--- src/rtl/cordic_bus_regs_if.sv ---
// Host bus seen by the CORDIC register front-end: one-cycle read/write strobes,
// registered read data with a matching valid pulse.
interface cordic_bus_regs_if #(
    parameter int p_WIDTH      = 32,
    parameter int p_ADDR_WIDTH = 3
);
    logic [p_ADDR_WIDTH-1:0] bus_addr;
    logic                    bus_wr;
    logic                    bus_rd;
    logic [p_WIDTH-1:0]      bus_wdata;
    logic [p_WIDTH-1:0]      bus_rdata;
    logic                    bus_rvalid;

    modport master (
        output bus_addr, bus_wr, bus_rd, bus_wdata,
        input  bus_rdata, bus_rvalid
    );

    modport slave (
        input  bus_addr, bus_wr, bus_rd, bus_wdata,
        output bus_rdata, bus_rvalid
    );
endinterface

--- src/rtl/cordic_bus_regs.sv ---
// Register front-end for the CORDIC controller: operand/control registers for the host,
// capture of controller write-back and results, sticky host-clearable interrupt.
module cordic_bus_regs #(
    parameter int          p_WIDTH      = 32,
    parameter int          p_ADDR_WIDTH = 3,
    parameter logic [31:0] p_CTRL_RESET = 32'h0001_1FF0
) (
    input  logic               clk,
    input  logic               rst,
    cordic_bus_regs_if.slave   bus,
    output logic [31:0]        ctrl_out,
    output logic [p_WIDTH-1:0] x_in,
    output logic [p_WIDTH-1:0] y_in,
    output logic [p_WIDTH-1:0] z_in,
    input  logic [31:0]        ctrl_in,
    input  logic               ctrl_we,
    input  logic [p_WIDTH-1:0] x_res,
    input  logic [p_WIDTH-1:0] y_res,
    input  logic [p_WIDTH-1:0] z_res,
    input  logic               cordic_int,
    output logic               irq
);
    localparam logic [p_ADDR_WIDTH-1:0] A_CTRL = p_ADDR_WIDTH'(0);
    localparam logic [p_ADDR_WIDTH-1:0] A_XIN  = p_ADDR_WIDTH'(1);
    localparam logic [p_ADDR_WIDTH-1:0] A_YIN  = p_ADDR_WIDTH'(2);
    localparam logic [p_ADDR_WIDTH-1:0] A_ZIN  = p_ADDR_WIDTH'(3);
    localparam logic [p_ADDR_WIDTH-1:0] A_XRES = p_ADDR_WIDTH'(4);
    localparam logic [p_ADDR_WIDTH-1:0] A_YRES = p_ADDR_WIDTH'(5);
    localparam logic [p_ADDR_WIDTH-1:0] A_ZRES = p_ADDR_WIDTH'(6);
    localparam logic [p_ADDR_WIDTH-1:0] A_STAT = p_ADDR_WIDTH'(7);

    logic [31:0]        ctrl_q, ctrl_d;
    logic [p_WIDTH-1:0] x_in_q, x_in_d, y_in_q, y_in_d, z_in_q, z_in_d;
    logic [p_WIDTH-1:0] x_res_q, x_res_d, y_res_q, y_res_d, z_res_q, z_res_d;
    logic               irq_pending_q, irq_pending_d;
    logic               busy_q, busy_d;
    logic [7:0]         done_cnt_q, done_cnt_d;
    logic [p_WIDTH-1:0] rdata_q, rdata_d;
    logic               rvalid_q, rvalid_d;

    logic               wr_ctrl, wr_x, wr_y, wr_z, wr_stat, done;
    logic [31:0]        status;
    logic [p_WIDTH-1:0] rd_val;

    always_comb begin
        wr_ctrl = bus.bus_wr && (bus.bus_addr == A_CTRL);
        wr_x    = bus.bus_wr && (bus.bus_addr == A_XIN) && !busy_q;
        wr_y    = bus.bus_wr && (bus.bus_addr == A_YIN) && !busy_q;
        wr_z    = bus.bus_wr && (bus.bus_addr == A_ZIN) && !busy_q;
        wr_stat = bus.bus_wr && (bus.bus_addr == A_STAT);
        done    = ctrl_we && ctrl_in[16];

        // Write-back supplies the flag half; a same-cycle bus write owns whatever it may touch.
        ctrl_d = ctrl_we ? ctrl_in : ctrl_q;
        if (wr_ctrl) begin
            if (busy_q) begin
                ctrl_d[1] = bus.bus_wdata[1];
            end else begin
                ctrl_d[15:0] = bus.bus_wdata[15:0];
            end
        end

        x_in_d  = wr_x ? bus.bus_wdata : x_in_q;
        y_in_d  = wr_y ? bus.bus_wdata : y_in_q;
        z_in_d  = wr_z ? bus.bus_wdata : z_in_q;
        x_res_d = done ? x_res : x_res_q;
        y_res_d = done ? y_res : y_res_q;
        z_res_d = done ? z_res : z_res_q;
        done_cnt_d = done ? done_cnt_q + 8'd1 : done_cnt_q;

        // Set wins over clear for both sticky flags.
        busy_d        = (wr_ctrl && bus.bus_wdata[0]) ? 1'b1 : (done ? 1'b0 : busy_q);
        irq_pending_d = cordic_int ? 1'b1 :
                        ((wr_stat && bus.bus_wdata[0]) ? 1'b0 : irq_pending_q);

        status = {16'h0000, done_cnt_q, 6'b000000, busy_q, irq_pending_q};
        case (bus.bus_addr)
            A_CTRL:  rd_val = p_WIDTH'(ctrl_q);
            A_XIN:   rd_val = x_in_q;
            A_YIN:   rd_val = y_in_q;
            A_ZIN:   rd_val = z_in_q;
            A_XRES:  rd_val = x_res_q;
            A_YRES:  rd_val = y_res_q;
            A_ZRES:  rd_val = z_res_q;
            A_STAT:  rd_val = p_WIDTH'(status);
            default: rd_val = '0;
        endcase
        rdata_d  = bus.bus_rd ? rd_val : rdata_q;
        rvalid_d = bus.bus_rd;
    end

    always_ff @(posedge clk or negedge rst) begin
        if (!rst) begin
            ctrl_q        <= p_CTRL_RESET;
            x_in_q        <= '0;
            y_in_q        <= '0;
            z_in_q        <= '0;
            x_res_q       <= '0;
            y_res_q       <= '0;
            z_res_q       <= '0;
            irq_pending_q <= 1'b0;
            busy_q        <= 1'b0;
            done_cnt_q    <= 8'd0;
            rdata_q       <= '0;
            rvalid_q      <= 1'b0;
        end else begin
            ctrl_q        <= ctrl_d;
            x_in_q        <= x_in_d;
            y_in_q        <= y_in_d;
            z_in_q        <= z_in_d;
            x_res_q       <= x_res_d;
            y_res_q       <= y_res_d;
            z_res_q       <= z_res_d;
            irq_pending_q <= irq_pending_d;
            busy_q        <= busy_d;
            done_cnt_q    <= done_cnt_d;
            rdata_q       <= rdata_d;
            rvalid_q      <= rvalid_d;
        end
    end

    assign ctrl_out       = ctrl_q;
    assign x_in           = x_in_q;
    assign y_in           = y_in_q;
    assign z_in           = z_in_q;
    assign irq            = irq_pending_q;
    assign bus.bus_rdata  = rdata_q;
    assign bus.bus_rvalid = rvalid_q;
endmodule

--- src/flat_wrapper.sv ---
// flat-port wrapper written by rule: the top's interface ports become plain ports
module cordic_bus_regs_flat 
#(
    parameter int          p_WIDTH      = 32,
    parameter int          p_ADDR_WIDTH = 3,
    parameter logic [31:0] p_CTRL_RESET = 32'h0001_1FF0
)
  (clk, rst, ctrl_out, x_in, y_in, z_in, ctrl_in, ctrl_we, x_res, y_res, z_res, cordic_int, irq, bus_bus_addr, bus_bus_wr, bus_bus_rd, bus_bus_wdata, bus_bus_rdata, bus_bus_rvalid);
  cordic_bus_regs_if #(.p_WIDTH(p_WIDTH), .p_ADDR_WIDTH(p_ADDR_WIDTH)) bus_i ();
  input  logic clk;
  input  logic rst;
  output logic [31:0] ctrl_out;
  output logic [p_WIDTH-1:0] x_in;
  output logic [p_WIDTH-1:0] y_in;
  output logic [p_WIDTH-1:0] z_in;
  input  logic [31:0] ctrl_in;
  input  logic ctrl_we;
  input  logic [p_WIDTH-1:0] x_res;
  input  logic [p_WIDTH-1:0] y_res;
  input  logic [p_WIDTH-1:0] z_res;
  input  logic cordic_int;
  output logic irq;
  input wire logic [$bits(bus_i.bus_addr)-1:0] bus_bus_addr;
  input wire logic [$bits(bus_i.bus_wr)-1:0] bus_bus_wr;
  input wire logic [$bits(bus_i.bus_rd)-1:0] bus_bus_rd;
  input wire logic [$bits(bus_i.bus_wdata)-1:0] bus_bus_wdata;
  output wire logic [$bits(bus_i.bus_rdata)-1:0] bus_bus_rdata;
  output wire logic [$bits(bus_i.bus_rvalid)-1:0] bus_bus_rvalid;
  assign bus_i.bus_addr = bus_bus_addr;
  assign bus_i.bus_wr = bus_bus_wr;
  assign bus_i.bus_rd = bus_bus_rd;
  assign bus_i.bus_wdata = bus_bus_wdata;
  assign bus_bus_rdata = bus_i.bus_rdata;
  assign bus_bus_rvalid = bus_i.bus_rvalid;
  cordic_bus_regs #(.p_WIDTH(p_WIDTH), .p_ADDR_WIDTH(p_ADDR_WIDTH), .p_CTRL_RESET(p_CTRL_RESET)) u_core (.clk(clk), .rst(rst), .bus(bus_i), .ctrl_out(ctrl_out), .x_in(x_in), .y_in(y_in), .z_in(z_in), .ctrl_in(ctrl_in), .ctrl_we(ctrl_we), .x_res(x_res), .y_res(y_res), .z_res(z_res), .cordic_int(cordic_int), .irq(irq));
endmodule
--- config.mk ---
export PLATFORM = sky130hd
export DESIGN_NAME = cordic_bus_regs_flat
export DESIGN_NICKNAME = d
export VERILOG_FILES = /design/src/rtl/cordic_bus_regs_if.sv /design/src/rtl/cordic_bus_regs.sv /design/src/flat_wrapper.sv
export SDC_FILE = /design/constraint.sdc
export NUM_CORES = 1
export LEC_CHECK = 0
export ABC_CLOCK_PERIOD_IN_PS = 1850
export CORE_MARGIN = 4
export CORE_UTILIZATION = 49
export CTS_CLUSTER_DIAMETER = 150
export DETAILED_ROUTE_END_ITERATION = 8
export GPL_TIMING_DRIVEN = 1
export PLACE_DENSITY = 0.77
export SETUP_SLACK_MARGIN = 0.5
export SLEW_MARGIN = 20
export SYNTH_ARGS = -nofsm -noshare
export SYNTH_HDL_FRONTEND = slang
export SYNTH_SLANG_ARGS = --single-unit
--- constraint.sdc ---
create_clock -name clk -period 1.85 [get_ports clk]
set_input_delay 0.185 -clock clk [delete_from_list [all_inputs] [get_ports clk]]
set_output_delay 0.185 -clock clk [all_outputs]
set_load 0.1 [all_outputs]
==> results of run 1 <==
layout make-up:
class,count,area [sq um],share of cell area
sequential,267,6880,0.337
clock inverter,7,138,0.00674
clock buffer,45,856,0.0419
antenna,4,10.0,0.000490
tap,324,405,0.0198
inverter,27,101,0.00496
timing repair buffer,497,6490,0.318
multi-input combinational,570,5540,0.271
Yosys cell counts (2+ instances only):
cell type	instances	area, sq um
dfrtp_1	257	6430
mux2_2	171	1930
mux2i_1	67	671
nor2_1	62	233
a221oi_1	41	359
o21ai_0	31	155
buf_2	30	150
mux2_4	30	450
a22o_1	29	254
inv_1	25	93.8
nand2b_1	21	131
o22ai_1	19	119
a21oi_1	18	90.1
clkbuf_1	15	56.3
and2_1	11	68.8
buf_6	10	113
dfstp_2	10	263
nand2_1	10	37.5
o221ai_1	10	87.6
mux2_1	9	101
buf_4	6	45.0
xor2_1	5	43.8
and3_1	4	25.0
nand3_1	4	20.0
a211oi_1	3	22.5
nor2b_2	3	26.3
nor3_1	3	15.0
a2111oi_0	2	17.5
buf_1	2	7.51
buf_12	2	40.0
inv_2	2	7.51
nand2_2	2	12.5
nor2_4	2	22.5
xnor2_1	2	17.5
cells by family (layout without fill, tap and decap cells):
family	count (synthesis)	in the layout	synth area share
simple gates	129	129	0.0542
compound gates	156	156	0.0926
xor+xnor	7	7	0.00502
other cells	0	4	0
flops	267	267	0.548
mux	277	277	0.258
buf+inv	92	576	0.0420
fa+ha+maj	1	1	0.00102
repair_timing:
action	CTS	global route
pin swaps	6	24
setup buffers	66	30
cloned	4	2
endpoints found under the setup margin	262	285
gates resized for setup	429	108
endpoints found under the hold margin	53	0
hold buffers	1	0
sequential cells by signal, indices dropped and copies added (netlist names):
register / cells
u_core.bus.bus_rdata: 32
u_core.bus.bus_rvalid: 1
u_core.busy_q: 1
u_core.ctrl_out: 32
u_core.done_cnt_q: 8
u_core.irq: 1
u_core.x_in: 32
u_core.x_res_q: 32
u_core.y_in: 32
u_core.y_res_q: 32
u_core.z_in: 32
u_core.z_res_q: 32
worst min-delay path by stage:
stage | cells past startpoint | end | slack [ps]
after floorplan | 0 | u_core.bus.bus_rdata[0] | -110
after global placement | 1 | u_core.x_in[27] | 170
after detailed placement | 1 | u_core.x_in[27] | 170
after CTS | 3 | u_core.done_cnt_q[2] | 10
after global routing | 3 | u_core.done_cnt_q[2] | 30
final | 3 | u_core.done_cnt_q[2] | 30
power breakdown:
part           switching [W]  internal [W]  total (W)  leakage, nW
Clock                0.00238       0.00371    0.00609        0.483
Sequential           0.00127       0.00707    0.00834         3.05
Combinational        0.00706       0.00478     0.0118         5.46
layer usage:
layer  track usage  up-vias  part of all wire
met5             0        -                 0
met4         0.118        0             0.050
met3        0.0471      147             0.060
met2         0.532      555              0.50
met1         0.416     5278              0.39
li1              -     4336                 -
metrics by stage:
step / utilization / hold WS [ps] / total power [W]
final: 0.835 / 25.4 / 0.0263
after global routing: 0.835 / 26.1 / 0.0270
after CTS: 0.805 / 14.2 / 0.0254
after detailed placement: 0.667 / 170 / 0.0173
after global placement: 0.667 / 169 / 0.0171
after floorplan: - / -111 / 0.0146
tightest hold or removal path, stage by stage:
cell and delay, ps:
buf_2 160, nand3_1 120, xnor2_1 60
layout by cell type, fill, tap and decap left out, types with 29 or more instances in the layout:
cell type | netlist | routed
buf_12 | 2 | 173
mux2_2 | 171 | 168
clkdlybuf4s50_1 | 0 | 162
dfrtp_1 | 257 | 154
buf_4 | 6 | 136
dfrtp_2 | 0 | 80
mux2i_1 | 67 | 59
nor2_1 | 62 | 59
mux2_4 | 30 | 42
clkbuf_16 | 0 | 31
a22o_1 | 29 | 29
==> reports/summary.log, run 1 <==
[worst_setup_path] path depth of the worst reg2reg path 4
[worst_setup_path] cells traversed along the worst timing path and4b_4 > buf_6 > buf_12 > mux2_4
[timing] Slew Viols, Final 0
[floorplanning] core outline area 24,500 sq um
[worst_setup_path] Setup crit start kind flip-flop
[worst_setup_path] Req. time, crit path 2270 ps
[worst_setup_path] number of buffers and inverters on the critical path 2
[floorplanning] Placement Rows 57
[detailed_routing] via density per instance 5.93
[detailed_routing] final wirelength 47,700 um
[run] max-cap viol count 0
[timing] worst setup margin 291 ps
[synth] number of library cell types mapped by synthesis 45
[synth] Syn Nets 1,099
[timing] endpoints failing setup 0
[detailed_routing] Iter 0 DRT Violations 767
[worst_setup_path] start-to-end type of the worst setup path flip-flop to flip-flop
[worst_hold_path] Hold/Removal Path Class primary input to flip-flop
[timing] worst slew slack as a fraction of its limit 0.546
[placed_design] DP Worst Slack 55.5 ps
[floorplanning] effective utilization at floorplan 0.500
[worst_setup_path] flop-to-flop setup slack 290 ps
[worst_setup_path] largest stage delay on the critical path 430 ps
[grt] antenna violations before repair 4
[final_layout] non-filler cells in the finished layout 1,741
[timing] post-layout minimum cycle time 1560 ps
[synth] sequential cell area fraction in the yosys report 0.548
[floorplanning] vertical die dimension 166 um
[synth] number of warnings issued by yosys 0
[grt] total congestion overflow after global routing 0
[worst_setup_path] end point of the critical path u_core.z_in[14]
[placed_design] Post-DP Area 16,300 sq um
[timing] final setup TNS 0 ps
[detailed_routing] residual DRC count 0
[synth] Mapped Cells 929
[final_layout] # nets final 1,562
[final_layout] fin area 20,400 sq um
[floorplanning] total I/O pin count 331
[clock_network] TritonCTS clock tree built
[clock_network] Root Buffer clkbuf_16
[worst_setup_path] Worst R2R Start u_core.busy_q
[clock_network] clock sink total 267
[detailed_routing] DRT antenna net count 0
[timing] maximum achievable frequency 641 MHz
[worst_setup_path] Worst R2R End u_core.z_in[14]
[worst_setup_path] Arr. time, crit path 1980 ps
[placed_design] routability cong. 0.862
[worst_setup_path] origin of the worst setup path u_core.busy_q
[timing] Period Utilization, post-route 0.843
[final_layout] filler cell count in the final layout 1,196
[timing] transition at the pin with the smallest max-transition slack 680 ps
[floorplanning] full die area 27,500 sq um
[detailed_routing] routed vias 10,300
[grt] vias in the first global route 10,700
[synth] number of enable-type register cells in the synthesized netlist 0
[worst_hold_path] start point of the worst min-delay path ctrl_we
[clock_network] clock insertion delay at the later pin of the skew report 550 ps
[timing] Final Hold Violating Endpoints 0
[worst_setup_path] Crit. End Element flip-flop
[power] IR drop worst, VDD 1120 uV
[final_layout] proportion of layout cells with a drive suffix above 1 0.556
[detailed_routing] per-cell routed wire length 27.4 um
[worst_setup_path] critical path's slowest cell dfrtp_1
[worst_setup_path] gate family responsible for the most delay along the worst path flip-flops
[detailed_routing] first drt pass iteration count 5
[grt] global-route wire length before repair 67,900 um
[power] leakage component of the power 8.99 nW
[placed_design] HPWL after detailed placement 28,900 um
[power] pwr dens 1290 nW/um^2
[status] status finished clean
[worst_setup_path] WP depth 4
[clock_network] total CTS buffers 29
[clock_network] Longest Clk Path Bufs 3
[synth] Syn Std Cell Area 12,200 sq um
[final_layout] area overhead of the layout relative to synthesis 67.1%
[synth] post-synthesis register bit count 267
[floorplanning] width of the die 166 um
[synth] asr flop ratio synth 1.00
[clock_network] H-tree depth reported by CTS 1
[placed_design] input/output buffers 330
[timing] setup repair after global routing missed its margin true
[worst_setup_path] critical-path maximum fanout 8
[synth] commonest register cell after synthesis dfrtp_1
[synth] Post-Synthesis Mean Instance Area 13.2 sq um
[timing] worst clock skew 16.3 ps
[placed_design] placed cell count 1,582
[grt] All-Layer GR Usage 0.315
[clock_network] clock slew seen by the registers of the worst setup and hold paths 60 ps
[grt] largest net degree at the start of global routing 63
Power figures use the tool's default switching activity.
==> run 2: changes to the inputs <==
Settings changed: ABC_CLOCK_PERIOD_IN_PS 1850 to 1470.
Clock period 1.85 ns to 1.47 ns, I/O delays scaled along.
==> run 2 against run 1 <==
Effect of this change:
- the flow now finishes with violations (negative setup slack)
- first-iteration DRC count rose by 32%
- wire length increased by 15%
- register-to-register slack lost 390 ps
- critical endpoint is now u_core.y_in[13]
- utilization increased by 6.4 points
- non-clock buffer count is 59 higher
- highest routed layer unchanged
- combinational power grew 39%
- power grew 32%
==> reports/summary.log, run 2 (synthesized netlist as in run 1, its figures left out) <==
[timing] endpoints failing setup 62
[power] IR drop worst, VDD 1230 uV
[clock_network] clock insertion delay at the later pin of the skew report 550 ps
[placed_design] input/output buffers 330
[timing] Slew Viols, Final 0
[grt] met1 demand-to-capacity share in global routing 0.421
[detailed_routing] routed vias 11,100
[timing] worst setup margin -103 ps
[final_layout] area overhead of the layout relative to synthesis 80.0%
[floorplanning] width of the die 166 um
[detailed_routing] residual DRC count 0
[worst_setup_path] Arr. time, crit path 1990 ps
[worst_setup_path] Crit. End Element flip-flop
[floorplanning] full die area 27,500 sq um
[final_layout] highest-count cells in the layout ignoring fill and taps buf_12, clkdlybuf4s50_1, buf_4
[floorplanning] effective utilization at floorplan 0.500
[detailed_routing] DRT antenna net count 0
[final_layout] non-filler cells in the finished layout 1,800
[clock_network] Longest Clk Path Bufs 3
[detailed_routing] per-cell routed wire length 30.5 um
[floorplanning] vertical die dimension 166 um
[placed_design] routability cong. 0.863
[worst_setup_path] path depth of the worst reg2reg path 5
[clock_network] TritonCTS clock tree built
[final_layout] post-layout util 0.900
[grt] global-route wire length before repair 75,300 um
[worst_setup_path] Req. time, crit path 1890 ps
[status] status finished with violations
[detailed_routing] final wirelength 54,900 um
[final_layout] # nets final 1,621
[grt] vias in the first global route 12,000
[detailed_routing] via density per instance 6.17
[timing] transition at the pin with the smallest max-transition slack 832 ps
[clock_network] H-tree depth reported by CTS 1
[timing] worst slew slack as a fraction of its limit 0.443
[detailed_routing] first drt pass iteration count 6
[grt] largest net degree at the start of global routing 59
[floorplanning] Placement Rows 57
[grt] GRT met3 Usage 0.0790
[worst_setup_path] critical-path maximum fanout 8
[clock_network] clock sink total 267
[final_layout] most common library cell in the layout ignoring fill and taps buf_12
[worst_hold_path] Hold/Removal Path Class primary input to asynchronous set/reset pin
[worst_setup_path] start-to-end type of the worst setup path flip-flop to flip-flop
[clock_network] total CTS buffers 29
[timing] post-layout minimum cycle time 1570 ps
[grt] antenna violations before repair 3
[final_layout] proportion of layout cells with a drive suffix above 1 0.654
[placed_design] HPWL after detailed placement 31,900 um
[detailed_routing] Iter 0 DRT Violations 1,012
[placed_design] placed cell count 1,614
[timing] setup repair after global routing missed its margin true
[timing] maximum achievable frequency 636 MHz
[clock_network] clock slew seen by the registers of the worst setup and hold paths 70 ps
[power] pwr dens 1580 nW/um^2
[clock_network] Root Buffer clkbuf_16
[grt] fraction of met2 tracks used by global routing 0.606
[timing] Period Utilization, post-route 1.07
[grt] All-Layer GR Usage 0.352
[floorplanning] core outline area 24,500 sq um
[worst_setup_path] Setup crit start kind flip-flop
[grt] total congestion overflow after global routing 0
[grt] busiest metal layer after global routing met2
[timing] Final Hold Violating Endpoints 0
[timing] Min Hold Slack 75.1 ps
[status] failing checks negative setup slack
[power] leakage component of the power 9.59 nW
[timing] worst clock skew 14.3 ps
[run] max-cap viol count 0
[floorplanning] total I/O pin count 331
==> run 2: cell types whose count changed in the layout (fill, tap and decap cells not counted), moves of 9 or more <==
cell,delta
a21oi_1,-13
a21oi_2,+11
a221oi_1,-10
a221oi_2,+10
buf_12,+16
buf_6,+42
dfrtp_1,-52
dfrtp_4,+47
dfstp_2,-9
dfstp_4,+9
mux2_2,-41
mux2_4,+41
nor2_1,-14
nor2_4,+17
==> run 2: metrics by stage <==
stage	power (W)	instance area (sq um)	TNS (ps)	setup WS, ps
4_1_cts	0.0335	21400	-1130	-48.4
5_1_grt	0.0355	22000	-5650	-128
2_1_floorplan	0.0188	13300	0	22.8
3_3_place_gp	0.0246	19100	-19360	-168
6_report	0.0348	22000	-2860	-103
3_5_place_dp	0.0248	19100	-22540	-263
==> run 2: final timing paths <==
kind	slack, ps	end	from
min in group clk	120	u_core.bus.bus_rdata[14]	bus_bus_rd
setup reg to reg	-100	u_core.y_in[13]	u_core.busy_q
hold / removal	80	u_core.z_in[18]	rst
hold reg to reg	500	u_core.z_res_q[5]	u_core.z_res_q[5]
max in group asynchronous	600	u_core.ctrl_out[19]	rst
setup / recovery	-100	u_core.y_in[13]	u_core.busy_q
==> run 2: layout make-up <==
| type | instances | area [sq um] |
|---|---|---|
| sequential | 267 | 7100 |
| clock inverter | 10 | 133 |
| clock buffer | 43 | 838 |
| multi-input combinational | 570 | 6170 |
| fill | 836 | 2460 |
| inverter | 27 | 101 |
| antenna | 3 | 7.51 |
| timing repair buffer | 556 | 7250 |
| tap | 324 | 405 |
==> run 2: power by group <==
group	total, W	switching (W)	internal (W)
registers	0.0107	0.00165	0.00906
clock network	0.00762	0.00316	0.00446
logic	0.0164	0.00955	0.00687
total	0.0348	0.0144	0.0204
==> run 2: worst max-delay path: stages, from the launching register on <==
cell	delay, ps
dfrtp_1	420
buf_6	140
nor3b_4	250
nand2_4	140
buf_16	190
mux2_2	300
==> run 2: routing by layer <==
| layer | part of all wire | up-vias |
|---|---|---|
| li1 | - | 4432 |
| met1 | 0.35 | 5686 |
| met2 | 0.51 | 744 |
| met3 | 0.078 | 237 |
| met4 | 0.067 | 0 |
| met5 | 0 | - |
==> run 2: repair_timing <==
| item | CTS | global route |
|---|---|---|
| hold buffers | 2 | 0 |
| setup buffers | 109 | 13 |
| gates resized for setup | 101 | 100 |
| endpoints found under the hold margin | 258 | 0 |
| setup endpoints to repair | 392 | 330 |
| pin swaps | 36 | 20 |
| gates cloned | 4 | 2 |
